===== config.mk =====
export PLATFORM = sky130hd
export DESIGN_NAME = buffer_ifid_queue
export DESIGN_NICKNAME = d
export VERILOG_FILES = /design/src/rtl/buffer_ifid_queue.sv
export SDC_FILE = /design/constraint.sdc
export NUM_CORES = 1
export LEC_CHECK = 0
export CAP_MARGIN = 30
export CORE_ASPECT_RATIO = 0.7
export CORE_UTILIZATION = 54
export DETAILED_ROUTE_END_ITERATION = 8
export PLACE_DENSITY = 0.85
export SLEW_MARGIN = 20
export SYNTH_ARGS = -nofsm -noshare
export SYNTH_HDL_FRONTEND = slang
export SYNTH_SLANG_ARGS = --single-unit
export TNS_END_PERCENT = 10

===== constraint.sdc =====
create_clock -name clk_i -period 6.65 [get_ports clk_i]
set_input_delay 0.665 -clock clk_i [delete_from_list [all_inputs] [get_ports clk_i]]
set_output_delay 0.665 -clock clk_i [all_outputs]
set_load 0.02 [all_outputs]

===== src/rtl/buffer_ifid_queue.sv =====
// IF/ID instruction queue: a DEPTH-entry circular buffer of {nPC, IR} pairs
// between fetch and decode, with valid/ready handshaking on both sides and a
// flush that squashes every queued instruction on a redirect. State advances
// on the falling clock edge; the head is presented combinationally, so an
// entry pushed into an empty queue is visible half a cycle later, exactly
// like the old single-entry latch. DEPTH=1 reduces to that latch.
module buffer_ifid_queue #(
  parameter  int unsigned WIDTH = 32,
  parameter  int unsigned DEPTH = 2,
  localparam int unsigned CNT_W = $clog2(DEPTH + 1)
) (
  input  logic             clk_i,
  input  logic             rst_i,
  input  logic             flush_i,
  input  logic             in_valid_i,
  output logic             in_ready_o,
  input  logic [WIDTH-1:0] npc_if_i,
  input  logic [WIDTH-1:0] ir_if_i,
  output logic             out_valid_o,
  input  logic             out_ready_i,
  output logic [WIDTH-1:0] npc_id_o,
  output logic [WIDTH-1:0] ir_id_o,
  output logic [CNT_W-1:0] count_o
);

  // A 1-bit pointer is kept for DEPTH=1 so the pointer logic stays uniform;
  // it simply never leaves zero.
  localparam int unsigned      PTR_W    = (DEPTH > 1) ? $clog2(DEPTH) : 1;
  localparam logic [PTR_W-1:0] PTR_LAST = PTR_W'(DEPTH - 1);
  localparam logic [CNT_W-1:0] CNT_FULL = CNT_W'(DEPTH);

  logic [WIDTH-1:0] npc_mem_q [DEPTH];
  logic [WIDTH-1:0] ir_mem_q  [DEPTH];

  logic [PTR_W-1:0] rd_ptr_q, rd_ptr_d;
  logic [PTR_W-1:0] wr_ptr_q, wr_ptr_d;
  logic [CNT_W-1:0] count_q, count_d;

  logic push;
  logic pop;
  logic wr_en;

  // Pointers wrap explicitly at DEPTH-1, so DEPTH need not be a power of two.
  function automatic logic [PTR_W-1:0] ptr_inc(input logic [PTR_W-1:0] ptr);
    return (ptr == PTR_LAST) ? '0 : ptr + PTR_W'(1);
  endfunction

  // Handshake status depends only on occupancy; a full queue never accepts
  // a new entry even if decode is popping on the same edge.
  always_comb begin
    in_ready_o  = (count_q < CNT_FULL);
    out_valid_o = (count_q != '0);
    count_o     = count_q;
    push        = in_valid_i & in_ready_o;
    pop         = out_valid_o & out_ready_i;
  end

  // Head of queue, or an all-zero bubble when empty so decode never sees
  // stale instruction words.
  always_comb begin
    npc_id_o = '0;
    ir_id_o  = '0;
    if (out_valid_o) begin
      npc_id_o = npc_mem_q[rd_ptr_q];
      ir_id_o  = ir_mem_q[rd_ptr_q];
    end
  end

  // Next pointer/occupancy; flush overrides any push or pop on the same edge.
  always_comb begin
    rd_ptr_d = rd_ptr_q;
    wr_ptr_d = wr_ptr_q;
    count_d  = count_q;
    wr_en    = 1'b0;
    if (flush_i) begin
      rd_ptr_d = '0;
      wr_ptr_d = '0;
      count_d  = '0;
    end else begin
      if (push) begin
        wr_ptr_d = ptr_inc(wr_ptr_q);
        wr_en    = 1'b1;
      end
      if (pop) begin
        rd_ptr_d = ptr_inc(rd_ptr_q);
      end
      unique case ({push, pop})
        2'b10:   count_d = count_q + CNT_W'(1);
        2'b01:   count_d = count_q - CNT_W'(1);
        default: count_d = count_q;
      endcase
    end
  end

  // Pointer and occupancy registers, updated on the falling edge.
  always_ff @(negedge clk_i or posedge rst_i) begin
    if (rst_i) begin
      rd_ptr_q <= '0;
      wr_ptr_q <= '0;
      count_q  <= '0;
    end else begin
      rd_ptr_q <= rd_ptr_d;
      wr_ptr_q <= wr_ptr_d;
      count_q  <= count_d;
    end
  end

  // Entry storage; written only on an accepted push, cleared only by reset
  // (a flush leaves old words in place because count hides them).
  always_ff @(negedge clk_i or posedge rst_i) begin
    if (rst_i) begin
      for (int i = 0; i < DEPTH; i++) begin
        npc_mem_q[i] <= '0;
        ir_mem_q[i]  <= '0;
      end
    end else if (wr_en) begin
      npc_mem_q[wr_ptr_q] <= npc_if_i;
      ir_mem_q[wr_ptr_q]  <= ir_if_i;
    end
  end

  // Occupancy must stay within 0..DEPTH.
  always_ff @(negedge clk_i) begin
    if (!rst_i) begin
      assert (count_q <= CNT_FULL)
        else $error("occupancy %0d exceeds DEPTH %0d", count_q, DEPTH);
    end
  end

endmodule


## Yosys cells after proc, flatten, opt, wreduce, memory -nomap -nowiden

Index checks and enable logic that the tools add are counted.
Widths: inputs -> output; s select.

| operators by class | value |
|---|---|
| $add $sub $neg | 4 |
| magnitude comparators | 4 |
| eq/ne operators | 2 |
| multiplexer cells | 22 |
| bitwise logic cells | 4 |
| reduce and logical (&&, ||, !) cells | 5 |

Operators with widths:

| operator | number |
|---|---|
| $mux 32 | 9 |
| $bwmux 64 | 2 |
| $demux 32 s1 | 1 |
| $mux 1 | 8 |
| $reduce_bool 2->1 | 3 |
| $ge 2x2->1 const B | 2 |
| $not 1->2 | 2 |
| $pmux 2 s2 | 1 |
| $reduce_bool 3->1 | 1 |
| $add 1x1->1 const B | 2 |
| $add 2x1->2 const B | 1 |
| $and 1x1->1 | 2 |
| $eq 2x1->1 const B | 1 |
| $eq 2x2->1 const B | 1 |
| $lt 2x1->1 const B | 1 |
| $lt 2x2->1 const B | 1 |
| $mux 2 | 1 |
| $sub 2x1->2 const B | 1 |
| $logic_and 1x1->1 | 1 |

| word-level totals | value |
|---|---|
| bits in registers | 132 |
| input bits | 69 |
| word-level logic and storage cells | 48 |

## Longest topological paths before layout

| depth | value |
|---|---|
| depth after elaboration | 6 |
| mapped depth | 5 |
| mapped depth without buffers | 3 |

==> summary.txt <==
global-route wire length before repair - 20920 um
placed cell area - 0.007420 mm2
H-tree depth - 4
Layout area overhead - 36.97%
final WL - 12530 um
Worst R2R End - ir_mem_q[8]
CTS Sinks - 132
WP depth - 4
Initial Util - 56.45%
Comb power frac - 21.4%
cell row count - 31
worst slew pin tran - 0.6972 ns
Max Cap Violations - 0
syn nets - 503
Largest delay share family, worst path - buffers and inverters
Final Skew - 0.006486 ns
CTS Buf Count - 17
syn avg cell area - 13.67 um2
pin count of the biggest net entering global routing - 133
vias in the first global route - 4130
IO Count - 137
hold path startpoint - ir_mem_q[55]
Lkg Pwr - 3.276 nW
Sequential Area - 0.003303 mm2
core area - 0.01051 mm2
count of different cell masters after synthesis - 19
count leader, synth - dfrtn_1
Final nets - 638
Setup violations, final - 0
GRT Total Usage - 23.93%
share of cells above drive strength 1 - 28.69%
Arrival @ worst endpoint - 5.62 ns
DR iter-0 viols - 155
Worst Hold Class - register to register
DR pass1 iterations - 5
Mapped Cells - 434
drt drc - 0
CP required - 5.98 ns
Startpoint Class - register
CP max stage cell - clkdlybuf4s50_1
CTS clock-pin slew for the worst setup and hold paths - 0.04 ns
slowest stage delay, CP - 0.67 ns
r2r worst-path depth - 4
TNS Setup - 0 ns
CP Max Fanout - 33
Cell Chain, Critical Path - buf_4 -> mux2i_1 -> nor2_1 -> clkdlybuf4s50_1
Clock Power Share - 38.2%
clk root buf - clkbuf_16
total number of vias - 3851
Max Slew Vio Count - 0
Hold-fix buffers, CTS - 0
average wire per standard cell - 17.16 um
P per Cell Area - 356.3 mW/mm2
Seq/Total Area, Yosys - 55.67%
post-cts sizing count - 0
leading area contributor after synthesis - dfrtn_1
Worst setup EP type - output port
Critical path buffers and inverters - 2
remaining antenna violation count after routing - 0
post-CTS setup buffers - 0
estimated wirelength of the detail-placed design - 7684 um
fin area - 0.008127 mm2
Die X - 127.3 um
clk_lat worst skew - 0.39 ns
Yosys top cell area share - 55.67%
ys async rst share - 100.0%
Util after Layout - 77.31%
Power Total - 2.896 mW
Post-synth EDFFs - 0
die height - 89.70 um
fillers - 649
post-synthesis instance area - 0.005933 mm2
#FFs+latches synth - 132
relative slew slack - 53.52%
RR Startpoint - count_o[1]
Clock Tree Buf Depth - 2
routability congestion estimate - 0.7385
DIE AREA - 0.01142 mm2
routed vias/inst - 5.275
Post-synth top cells - 132 x dfrtn_1, 124 x mux2_2, 68 x nor2_1
RSZ-0062 raised after global routing - no
top cells by area, synth - dfrtn_1 56%, mux2_2 24%, mux2i_1 11%
IO Port Bufs - 136
Post-synth top flop - dfrtn_1
area of the multi-input gates - 0.002452 mm2
Crit. Startpoint - rd_ptr_q
Power Internal - 2.169 mW
Worst VDD drop - 0.0002452 V
initial antenna violation count - 0
Ys Warns - 0
setup slack, reg-to-reg - 4.83 ns
register share of total power - 40.4%
Ant. Diodes - 0
final hold violations - 0
Setup CP Type - register to output port
NetSw - 0.7268 mW
grt ovf - 0
Net Sw Frac - 25.10%
outcome - finished clean
CTS tree - yes
Critical Path Sink - npc_id_o[31]
-- state kept, by name, indices dropped and copies added (netlist names) --
register	count
rd_ptr_q	1
count_o	2
ir_mem_q	64
wr_ptr_q	1
npc_mem_q	64
-- cells by family (layout without fill, tap and decap cells) --
kind of cell	after synthesis	count (layout)	synth area share, %
AND/OR/NAND/NOR	73	73	5.145
multiplexers	193	193	35.28
flip-flops	132	132	55.67
AO/OA/AOI/OAI	4	4	0.4006
XOR/XNOR	2	2	0.2953
buffers and inverters	30	178	3.205
-- worst reg2reg max path: stages, from the launching register on --
cell	delay, ns
dfrtn_1	0.41
nand2b_4	0.20
nor3b_2	0.26
buf_12	0.35
mux2_2	0.44
-- worst min-delay path by stage --
stage,cells after the start,end
after global routing,1,ir_mem_q[55]
after detailed placement,1,ir_mem_q[55]
final,1,ir_mem_q[55]
after floorplan,1,ir_mem_q[55]
after CTS,1,npc_mem_q[51]
after global placement,1,ir_mem_q[55]
-- per-layer routing --
layer	share of wire, %	global-route usage (%)	up-vias
met5	0	0	-
met4	2.0	10.91	0
met3	6.1	6.845	25
met2	45	35.93	113
met1	47	32.29	1936
li1	-	-	1777
-- placed cells by master (no fill, tap or decap) --
cell type        netlist  layout
clkdlybuf4s50_1        0     136
dfrtn_1              132     132
mux2_2               124     124
nor2_1                68      67
mux2i_1               64      64
clkbuf_16              0      17
bufinv_16              0       7
mux2_1                 5       5
clkinvlp_4             0       4
buf_12                 0       4
buf_4                  6       3
inv_1                  3       2
nor2b_1                2       2
xor2_1                 2       2
o21ai_0                2       2
clkbuf_8               0       2
clkinv_4               0       2
nand2b_4               1       1
nor3b_2                0       1
nor3_4                 1       1
nor2_4                 0       1
a2bb2oi_1              1       1
a21oi_1                1       1
clkbuf_1               6       1
-- cell type report --
class / count / area share, %
Sequential cell: 132 / 40.65
Multi-Input combinational cell: 272 / 30.18
Timing Repair Buffer: 143 / 18.01
Clock buffer: 20 / 5.620
Clock inverter: 12 / 3.079
Tap cell: 148 / 2.279
Inverter: 3 / 0.1848
-- per-stage QoR --
step	hold slack, ns	worst slack, ns	cells
global placement	0.4272	0.7899	698
CTS	0.4379	0.3302	730
global route	0.4604	0.2166	730
floorplan	0.4180	1.132	434
finish	0.4403	0.3619	730
detailed placement	0.4389	0.7342	698
-- power groups by stage --
stage	combinational [mW]	sequential [mW]	clock (mW)
after floorplan	0.424	1.14	0
after global placement	0.598	1.16	0
after detailed placement	0.622	1.18	0
after CTS	0.629	1.17	1.12
after global routing	0.670	1.20	1.16
final	0.620	1.17	1.11
Power figures use the tool's default switching activity.
